[config.mk]
export PLATFORM = sky130hd
export DESIGN_NAME = sram_like_axi_bridge
export DESIGN_NICKNAME = d
export VERILOG_FILES = /design/src/rtl/sram_like_axi_bridge.sv
export SDC_FILE = /design/constraint.sdc
export NUM_CORES = 1
export LEC_CHECK = 0
export ABC_AREA = 1
export BUFFER_PORTS_ARGS = -buffer_cell sky130_fd_sc_hd__buf_4
export CAP_MARGIN = 20
export CORE_AREA = 5 5 99 101
export DETAILED_ROUTE_END_ITERATION = 12
export DIE_AREA = 0 0 104 106
export PLACE_DENSITY = 0.82
export SYNTH_ARGS = -nofsm -noshare
export SYNTH_HDL_FRONTEND = slang
export SYNTH_SLANG_ARGS = --single-unit
[constraint.sdc]
create_clock -name clk -period 6.15 [get_ports clk]
set_input_delay 1.23 -clock clk [delete_from_list [all_inputs] [get_ports clk]]
set_output_delay 1.23 -clock clk [all_outputs]
set_load 0.02 [all_outputs]
[src/rtl/sram_like_axi_bridge.sv]
// SRAM-like responder that turns each accepted request into one single-beat AXI
// read or write, holding at most one transaction in flight.
module sram_like_axi_bridge (
   input  logic        clk,
   input  logic        rst,
   input  logic        req,
   input  logic        wr,
   input  logic [1:0]  size,
   input  logic [31:0] addr,
   input  logic [31:0] wdata,
   output logic [31:0] rdata,
   output logic        addr_ok,
   output logic        data_ok,
   output logic [31:0] araddr,
   output logic [2:0]  arsize,
   output logic        arvalid,
   input  logic        arready,
   input  logic [31:0] r_data,
   input  logic [1:0]  rresp,
   input  logic        rvalid,
   output logic        rready,
   output logic [31:0] awaddr,
   output logic [2:0]  awsize,
   output logic        awvalid,
   input  logic        awready,
   output logic [31:0] w_data,
   output logic [3:0]  wstrb,
   output logic        wvalid,
   input  logic        wready,
   input  logic [1:0]  bresp,
   input  logic        bvalid,
   output logic        bready
);

   typedef enum logic [2:0] {S_IDLE, S_AR, S_R, S_WR, S_B} state_t;

   state_t      state, state_nx;
   logic        aw_done, w_done;
   logic [31:0] addr_q, wdata_q;
   logic [1:0]  size_q;
   logic [2:0]  axi_size;

   // Error responses are deliberately ignored; the transaction completes normally.
   logic unused_resp;
   assign unused_resp = ^{rresp, bresp};

   assign addr_ok = req & (state == S_IDLE) & ~rst;

   // NOTE: sequential state uses non-blocking assignments so every register
   // samples the pre-edge values of the others.
   always_ff @(posedge clk) begin
      if (rst) state <= S_IDLE;
      else     state <= state_nx;
   end

   // NOTE: every output of this block gets a default first so no latch is inferred.
   always_comb begin
      state_nx = state;
      arvalid  = 1'b0;
      rready   = 1'b0;
      awvalid  = 1'b0;
      wvalid   = 1'b0;
      bready   = 1'b0;
      case (state)
         S_IDLE: if (addr_ok) state_nx = wr ? S_WR : S_AR;
         S_AR: begin
            arvalid = 1'b1;
            if (arready) state_nx = S_R;
         end
         S_R: begin
            rready = 1'b1;
            if (rvalid) state_nx = S_IDLE;
         end
         S_WR: begin
            awvalid = ~aw_done;
            wvalid  = ~w_done;
            if ((aw_done | awready) & (w_done | wready)) state_nx = S_B;
         end
         S_B: begin
            bready = 1'b1;
            if (bvalid) state_nx = S_IDLE;
         end
         default: state_nx = S_IDLE;
      endcase
   end

   // AW and W may complete in either order; remember which one already has.
   always_ff @(posedge clk) begin
      if (rst || state != S_WR || state_nx == S_B) begin
         aw_done <= 1'b0;
         w_done  <= 1'b0;
      end else begin
         if (awready) aw_done <= 1'b1;
         if (wready)  w_done  <= 1'b1;
      end
   end

   // NOTE: the request latches carry no reset; they are only observed while a
   // transaction they were loaded for is in flight.
   always_ff @(posedge clk) begin
      if (addr_ok) begin
         addr_q  <= addr;
         size_q  <= size;
         wdata_q <= wdata;
      end
   end

   always_ff @(posedge clk) begin
      if (rst) begin
         rdata   <= 32'h0;
         data_ok <= 1'b0;
      end else begin
         data_ok <= (state == S_R && rvalid) || (state == S_B && bvalid);
         if (state == S_R && rvalid) rdata <= r_data;
      end
   end

   assign axi_size = (size_q == 2'd3) ? 3'b010 : {1'b0, size_q};
   assign araddr   = addr_q;
   assign arsize   = axi_size;
   assign awaddr   = addr_q;
   assign awsize   = axi_size;
   assign w_data   = wdata_q;

   always_comb begin
      case (size_q)
         2'd0:    wstrb = 4'b0001 << addr_q[1:0];
         2'd1:    wstrb = addr_q[1] ? 4'b1100 : 4'b0011;
         default: wstrb = 4'b1111;
      endcase
   end

endmodule
=== Yosys cells after proc, flatten, opt, wreduce, memory -nomap -nowiden ===
Cells that the tools add are included.

* Register bits: 104
* Input bits: 111
* Output and inout port bits: 145
* Word-level logic and storage cells: 47

* Equality and inequality tests: 8
* Shift-type cells: 1
* Muxes and demuxes: 15
* Bitwise operators: 8
* Reductions and logical operators: 7

{| class="wikitable"
|+ Operators with widths
! kind !! number
|-
| 2-to-1 mux 3 bit || 5
|-
| one-hot mux 3 bit (5 select lines) || 1
|-
| one-hot mux 4 bit (2 select lines) || 1
|-
| equality test 3 x 2 -> 1 bit, second input constant || 2
|-
| equality test 3 bit, second input constant || 2
|-
| 2-to-1 mux 1 bit || 5
|-
| 2-to-1 mux 2 bit || 2
|-
| 2-to-1 mux 4 bit || 1
|-
| << shifter 1 x 2 -> 4 bit, first input constant || 1
|-
| bitwise AND 1 bit || 3
|-
| equality test 3 x 1 -> 1 bit, second input constant || 1
|-
| logical NOT 3 bit || 1
|-
| logical OR 1 bit || 3
|-
| inequality test 3 x 2 -> 1 bit, second input constant || 1
|-
| inverter 1 bit || 3
|-
| equality test 2 x 1 -> 1 bit, second input constant || 1
|-
| equality test 2 bit, second input constant || 1
|-
| logical AND 1 bit || 2
|-
| logical NOT 2 bit || 1
|-
| bitwise OR 1 bit || 2
|}

=== Longest topological paths before layout ===
Gate-level depths: netlist of run 1.

* Word-level depth: 7
* Mapped depth: 7
* Depth with buffers taken out: 7

=== Least setup slack after synthesis of run 1 ===
Ideal clock, no wire load.

* Kind: input -> output
* Start point: input rst
* End point: output addr_ok
* Arrival time: 2,918 ps
* Required time: 4,920 ps
* Path slack: 2,002 ps
* Stages on the path: 3
* Buffers on the path: 0
* Path through: inv_1 > nand4_1 > inv_1

* Cells in the longest elaborated chain, start to end: 2

{| class="wikitable"
|+ RTL lines
! element !! line !! text
|-
| start, declared || 5 || <nowiki>input logic rst,</nowiki>
|-
| inverter 1 bit || 47 || <nowiki>assign addr_ok = req & (state == S_IDLE) & ~rst;</nowiki>
|-
| bitwise AND 1 bit || 47 ||
|-
| end, declared || 12 || <nowiki>output logic addr_ok,</nowiki>
|}

Every way passes these cells.

=== Final worst setup path of run 1 ===
Same ends and word-level chain as after synthesis.

==> run summary, run 1 <==
OUTCOME
--------------------------------------------------------------------------------
Run status ........................................................ finished clean

PLACEMENT
--------------------------------------------------------------------------------
Number of instances in the placed design ..........................          625
Gpl congestion ....................................................        0.884
HPWL reported at the end of detailed placement ....................      8130 µm
Post-Place Worst Slack ............................................      2.29 ns
IO Port Bufs ......................................................          249

CLOCK TREE
--------------------------------------------------------------------------------
Post-cts hold buffer count ........................................            0
Clock insertion delay at the later pin of the skew report .........      0.35 ns
Buffer cell driving the clock tree root ........................... sky130_fd_sc_hd__clkbuf_8
Clk buf depth .....................................................            2
Setup bufs post-CTS ...............................................            0
Post-cts resize count .............................................            0
Sink Count ........................................................          104
Clock-pin transition on the worst setup and hold timing paths .....      0.09 ns
Number of buffers created by CTS ..................................            9
Depth of the CTS H-tree ...........................................            3
CTS tree ..........................................................        built

PWR
--------------------------------------------------------------------------------
Leakage dissipation ...............................................   0.00254 µW
Peak supply drop ..................................................     0.138 mV
Power per cell area ...............................................   254 nW/µm²

FLOORPLANNING
--------------------------------------------------------------------------------
Horiz. Die Dim ....................................................       104 µm
Starting density of the core ......................................        42.0%
Cell row count ....................................................           35
Core footprint ....................................................     8930 µm²
Floorplan die area ................................................    11000 µm²
Die Height ........................................................       106 µm
Count of pins on the block boundary ...............................          256

HOLD PATH
--------------------------------------------------------------------------------
Classification of the worst-slack hold path .......................   reg -> reg
Min-delay src ..................................................... rdata[10]$_SDFFE_PP0P_
Endpoint of the worst hold-timing path ............................ rdata[10]$_SDFFE_PP0P_
Min-Delay Path Depth ..............................................            2

TIMING
--------------------------------------------------------------------------------
Unrepaired setup endpoints after global routing ...................           no
Transition at the pin with the smallest max-transition slack ......     0.885 ns
Max-slew violation count ..........................................            0
Number of hold violations in the final report .....................            0
Fin worst setup slack .............................................      2.29 ns
Share of the clock period used by the worst path after layout .....        62.8%
Highest clock frequency the design can meet .......................    0.259 GHz
Headroom to the max-slew limit ....................................        40.9%
Clock period minus worst slack ....................................      3.86 ns
Summed negative setup slack over all endpoints ....................         0 ns
Number of setup violations in the final report ....................            0
Worst hold slack ..................................................     0.489 ns
Setup skew after layout ...........................................    0.0126 ns

GLOBAL ROUTING
--------------------------------------------------------------------------------
Via count of the first global-routing pass ........................         2800
Total congestion overflow after global routing ....................            0
Overall track demand over capacity in global routing ..............        17.1%
Antenna violations before repair ..................................            0
Largest net degree at the start of global routing .................           67
Wire length of the first global-routing pass ......................     14800 µm

CRITICAL PATH
--------------------------------------------------------------------------------
Cell count of the worst reg-to-reg path ...........................            4
Startpoint of the most critical register-to-register path ......... state[0]$_SDFF_PP0_
Startpoint kind of the worst setup timing path .................... primary input
Data arrival at the endpoint of the critical path .................      2.63 ns
Most common cell type on the critical path ........................ sky130_fd_sc_hd__buf_4
Worst stage delay on the critical path ............................      0.64 ns
Register-to-register setup slack ..................................      4.18 ns
Worst reg2reg endpoint ............................................ w_data[18]$_DFFE_PP_
Maximum net fanout on the critical path ...........................           35
Master of the slowest instance on the critical path ............... sky130_fd_sc_hd__inv_1
Crit path capture type ............................................ primary output
Setup Crit Path Kind ..............................................    in -> out
Critical-path cell list ........................................... buf_4 -> inv_1 -> nand4_1 -> inv_2 -> buf_4
Worst EP required .................................................      4.92 ns

ROUTE
--------------------------------------------------------------------------------
Wire length per cell ..............................................      16.1 µm
Total DRC errors in the routed layout .............................            0
Via count of the routed design ....................................         2895
Vias per cell .....................................................         4.52
Post-detailed-route count of antenna-violating nets ...............            0
First-pass iteration count of the detailed router .................            5
Total detailed-routing wirelength .................................     10300 µm
Number of DRC markers in iteration 0 ..............................           69

YOSYS
--------------------------------------------------------------------------------
Cell type with the highest aggregate area in the netlist .......... sky130_fd_sc_hd__edfxtp_1
Fraction of synthesized cell area taken by the top area cell type .        52.9%
Sequential element share of the synthesized area ..................        73.1%
Count of state elements after synthesis ...........................          104
Number of distinct library cells after synthesis ..................           20
Number of instances in the synthesized netlist ....................          309
Largest cells by area after synthesis ............................. sky130_fd_sc_hd__edfxtp_1 (53%), sky130_fd_sc_hd__dfxtp_1 (20%), sky130_fd_sc_hd__nor2_1 (7.8%)
Post-Syn Area .....................................................     3750 µm²
YS warnings .......................................................            0
Synthesized area divided by synthesized cell count ................     12.1 µm²

LAYOUT
--------------------------------------------------------------------------------
Most frequent cells in the layout ................................. sky130_fd_sc_hd__buf_4 (250), sky130_fd_sc_hd__nor2_1 (78), sky130_fd_sc_hd__edfxtp_1 (66)
Area growth, synth to finish ......................................        50.1%
Share of post-route cells with drive strength above 1 .............        50.8%
Final net count ...................................................          636
Leading cell type in the layout, fill and taps excluded ........... sky130_fd_sc_hd__buf_4
Final Instance Count excl. Fillers ................................          641
Number of fill cells ..............................................          722
Number of antenna cells inserted ..................................            0

RUN
--------------------------------------------------------------------------------
Number of violations of the max-capacitance limit .................            0

state kept, by name, summed over array words and instances, names as in the netlist:
signal,count
w_done,1
w_data,32
state,3
rdata,32
data_ok,1
araddr,32
size_q,2
aw_done,1
per-layer routing:
metal	part of all wire, %	global-route usage (%)	vias to the layer above
li1	-	-	1412
met2	55	32.7	143
met4	1.7	5.74	0
met5	0	0	-
met1	35	17.5	1324
met3	8.2	5.46	16
synth_stat cells:
| master | instances |
|---|---|
| sky130_fd_sc_hd__clkbuf_1 | 4 |
| sky130_fd_sc_hd__o21ai_0 | 26 |
| sky130_fd_sc_hd__inv_2 | 1 |
| sky130_fd_sc_hd__nand3_1 | 4 |
| sky130_fd_sc_hd__buf_6 | 3 |
| sky130_fd_sc_hd__nor2_1 | 78 |
| sky130_fd_sc_hd__conb_1 | 1 |
| sky130_fd_sc_hd__nor3_1 | 2 |
| sky130_fd_sc_hd__clkinv_2 | 1 |
| sky130_fd_sc_hd__buf_4 | 36 |
| sky130_fd_sc_hd__a21oi_1 | 2 |
| sky130_fd_sc_hd__inv_1 | 20 |
| sky130_fd_sc_hd__nor3_4 | 1 |
| sky130_fd_sc_hd__nand4_1 | 2 |
| sky130_fd_sc_hd__nand2_2 | 1 |
| sky130_fd_sc_hd__dfxtp_1 | 38 |
| sky130_fd_sc_hd__edfxtp_1 | 66 |
| sky130_fd_sc_hd__o21ai_1 | 10 |
| sky130_fd_sc_hd__nand2_1 | 10 |
| sky130_fd_sc_hd__clkbuf_2 | 3 |
cells by family after synthesis:
| kind of cell | count (synthesis) | share of synthesized area (%) |
|---|---|---|
| simple gates | 98 | 10.5 |
| buf+inv | 68 | 11.1 |
| other cells | 1 | 0.100 |
| compound gates | 38 | 5.07 |
| flops | 104 | 73.1 |
worst max-delay path by stage:
stage / from / to / slack, ns / cells after the start
2_1_floorplan: rst / addr_ok / 2.00 / 3
5_1_grt: rst / addr_ok / 2.17 / 5
4_1_cts: rst / addr_ok / 2.29 / 5
3_5_place_dp: rst / addr_ok / 2.29 / 5
3_3_place_gp: rst / addr_ok / 2.30 / 5
6_report: rst / addr_ok / 2.29 / 5
layout make-up:
type	count	area, µm²	area share (%)
timing repair buffer	250	1880	33.3
sequential	104	2740	48.7
clock inverter	7	70.1	1.24
clock buffer	9	124	2.20
multi-input combinational	138	593	10.5
tap	111	139	2.47
inverter	22	83.8	1.49
power by group:
group          switching, µW  internal, µW  total (µW)  leakage, µW
Combinational            117           104         221      0.00153
Clock                    228           188         416    0.0000909
Sequential              15.8           779         795     0.000922
Total                    361          1070        1430      0.00254
worst max-delay path, delay by kind of cell:
| family | cells | cell delay, ns |
|---|---|---|
| buf+inv | 4 | 1.10 |
| simple gates | 1 | 0.29 |
metrics by stage:
step / total power, µW / util [%] / area (µm²)
floorplan: 919 / - / 3750
global placement: 1030 / 60.8 / 5440
detailed placement: 1030 / 60.8 / 5440
CTS: 1450 / 63.0 / 5630
global route: 1490 / 63.0 / 5630
finish: 1430 / 63.0 / 5630
No activity file was read; power rests on OpenSTA's default activity.
==> run 2, diff against run 1 <==
Settings changed: CORE_AREA 5 5 99 101 to 5 5 102 104, DIE_AREA 0 0 104 106 to 0 0 107 109, PLACE_DENSITY 0.82 to 0.78.
Clock period 6.15 ns to 3.8 ns, I/O delays scaled along.
==> run summary, run 2 (synthesis results as in run 1) <==
RUN
------------------------------------------------------------------------------
Number of violations of the max-capacitance limit ...............            0

PWR
------------------------------------------------------------------------------
Clock Power Share ...............................................        30.3%
Fraction of power consumed by combinational cells ...............        15.2%
Cell-internal power .............................................      1800 µW
Sw Share ........................................................        23.9%
Switching pwr ...................................................       562 µW
Leakage dissipation .............................................   0.00256 µW
Power per cell area .............................................   417 nW/µm²
Peak supply drop ................................................     0.165 mV
Share of power burned in registers ..............................        54.5%

ROUTE
------------------------------------------------------------------------------
Vias per cell ...................................................         4.50
Total detailed-routing wirelength ...............................     10200 µm
Total DRC errors in the routed layout ...........................            0
Post-detailed-route count of antenna-violating nets .............            0
Via count of the routed design ..................................         2900
First-pass iteration count of the detailed router ...............            5
Number of DRC markers in iteration 0 ............................           89
Wire length per cell ............................................      15.9 µm

FLOORPLANNING
------------------------------------------------------------------------------
Floorplan die area ..............................................    11700 µm²
Die Height ......................................................       109 µm
Core footprint ..................................................     9460 µm²
Starting density of the core ....................................        39.6%
Horiz. Die Dim ..................................................       107 µm
Cell row count ..................................................           36
Count of pins on the block boundary .............................          256

CLOCK TREE
------------------------------------------------------------------------------
Post-cts hold buffer count ......................................            0
Depth of the CTS H-tree .........................................            3
Clock insertion delay at the later pin of the skew report .......      0.34 ns
Clk buf depth ...................................................            2
CTS tree ........................................................        built
Post-cts resize count ...........................................            0
Number of buffers created by CTS ................................            9
Buffer cell driving the clock tree root ......................... sky130_fd_sc_hd__clkbuf_8
Setup bufs post-CTS .............................................            0
Clock-pin transition on the worst setup and hold timing paths ...      0.09 ns
Sink Count ......................................................          104

PLACEMENT
------------------------------------------------------------------------------
HPWL reported at the end of detailed placement ..................      8150 µm
Number of instances in the placed design ........................          629
Post-Place Worst Slack ..........................................      1.46 ns
IO Port Bufs ....................................................          249
Gpl congestion ..................................................        0.842
Standard cell area after detailed placement .....................     5450 µm²

LAYOUT
------------------------------------------------------------------------------
Most frequent cells in the layout ............................... sky130_fd_sc_hd__buf_4 (251), sky130_fd_sc_hd__nor2_1 (78), sky130_fd_sc_hd__edfxtp_1 (66)
Final Instance Count excl. Fillers ..............................          645
Final net count .................................................          637
Share of post-route cells with drive strength above 1 ...........        51.0%
Design area .....................................................     5660 µm²
Leading cell type in the layout, fill and taps excluded ......... sky130_fd_sc_hd__buf_4
Number of antenna cells inserted ................................            0
Area growth, synth to finish ....................................        50.9%
Number of fill cells ............................................          774

TIMING
------------------------------------------------------------------------------
Number of hold violations in the final report ...................            0
Share of the clock period used by the worst path after layout ...        58.3%
Max-slew violation count ........................................            0
Summed negative setup slack over all endpoints ..................         0 ns
Highest clock frequency the design can meet .....................    0.451 GHz
Headroom to the max-slew limit ..................................        45.0%
Worst hold slack ................................................     0.487 ns
Fin worst setup slack ...........................................      1.58 ns
Clock period minus worst slack ..................................      2.22 ns
Setup skew after layout .........................................   0.00590 ns
Unrepaired setup endpoints after global routing .................           no
Transition at the pin with the smallest max-transition slack ....     0.825 ns
Number of setup violations in the final report ..................            0

CRITICAL PATH
------------------------------------------------------------------------------
Number of logic stages on the critical path including buffering .            3
Worst EP required ...............................................      3.04 ns
Worst reg2reg endpoint .......................................... rdata[16]$_SDFFE_PP0P_
Maximum net fanout on the critical path .........................            5
Data arrival at the endpoint of the critical path ...............      1.46 ns
Setup Crit Path Kind ............................................   reg -> out
Critical Path Start ............................................. state[2]$_SDFF_PP0_
Master of the slowest instance on the critical path ............. sky130_fd_sc_hd__dfxtp_1
Cell count of the worst reg-to-reg path .........................            5
Crit path buffers/inverters .....................................            2
Startpoint kind of the worst setup timing path ..................     register
Critical-path cell list ......................................... inv_1 -> nor3_1 -> buf_4
Worst stage delay on the critical path ..........................      0.47 ns
Crit path capture type .......................................... primary output
Startpoint of the most critical register-to-register path ....... state[0]$_SDFF_PP0_
Top delay family on crit path ...................................   flip-flops
Capture point of the worst path .................................       bready
Register-to-register setup slack ................................      1.84 ns

GLOBAL ROUTING
------------------------------------------------------------------------------
Via count of the first global-routing pass ......................         2856
Largest net degree at the start of global routing ...............           67
Overall track demand over capacity in global routing ............        16.7%
Total congestion overflow after global routing ..................            0
Wire length of the first global-routing pass ....................     14800 µm
Antenna violations before repair ................................            0

HOLD PATH
------------------------------------------------------------------------------
Classification of the worst-slack hold path .....................   reg -> reg
Min-Delay Path Depth ............................................            2

OUTCOME
------------------------------------------------------------------------------
Run status ...................................................... finished clean

run 2: layer usage:
layer	part of all wire [%]	vias to the layer above	GRT usage [%]	wire length [µm]
met4	1.9	0	6.85	199
li1	-	1412	-	-
met5	0	-	0	0
met3	9.6	17	5.27	980
met1	33	1311	16.3	3350
met2	56	160	32.2	5700
run 2: final cells by class:
| cell class | instances | area [µm²] | area share (%) |
|---|---|---|---|
| inverters | 22 | 83.8 | 1.48 |
| clock inverters | 7 | 86.3 | 1.53 |
| clock buffers | 9 | 124 | 2.19 |
| flip-flops and latches | 104 | 2740 | 48.5 |
| multi-input cells | 138 | 593 | 10.5 |
| repair buffers | 251 | 1880 | 33.3 |
| well taps | 114 | 143 | 2.52 |
run 2: power groups by stage:
stage	Sequential, µW	Clock [µW]	Combinational, µW
2_1_floorplan	1370	0	118
3_3_place_gp	1310	0	355
3_5_place_dp	1310	0	363
4_1_cts	1290	742	363
5_1_grt	1290	792	383
6_report	1280	714	358
run 2: worst register-to-register path, stage by stage, from the launching register on:
cell	delay, ns
sky130_fd_sc_hd__dfxtp_1	0.49
sky130_fd_sc_hd__nor3_4	0.08
sky130_fd_sc_hd__nand2_2	0.45
sky130_fd_sc_hd__clkinv_2	0.54
sky130_fd_sc_hd__nor2_1	0.23
sky130_fd_sc_hd__nor2_1	0.07
run 2: worst min path at each step:
stage | from | to | slack (ns)
final | rdata[8]$_SDFFE_PP0P_ | rdata[8]$_SDFFE_PP0P_ | 0.49
after CTS | rdata[12]$_SDFFE_PP0P_ | rdata[12]$_SDFFE_PP0P_ | 0.49
after detailed placement | rdata[8]$_SDFFE_PP0P_ | rdata[8]$_SDFFE_PP0P_ | 0.47
after global placement | rdata[1]$_SDFFE_PP0P_ | rdata[1]$_SDFFE_PP0P_ | 0.46
after floorplan | w_done$_SDFFE_PP0P_ | w_done$_SDFFE_PP0P_ | 0.53
after global routing | rdata[24]$_SDFFE_PP0P_ | rdata[24]$_SDFFE_PP0P_ | 0.51
run 2: stage by stage:
stage	util [%]	power [µW]
floorplan	-	1490
global placement	57.6	1660
detailed placement	57.6	1670
CTS	59.8	2390
global route	59.8	2470
finish	59.8	2360
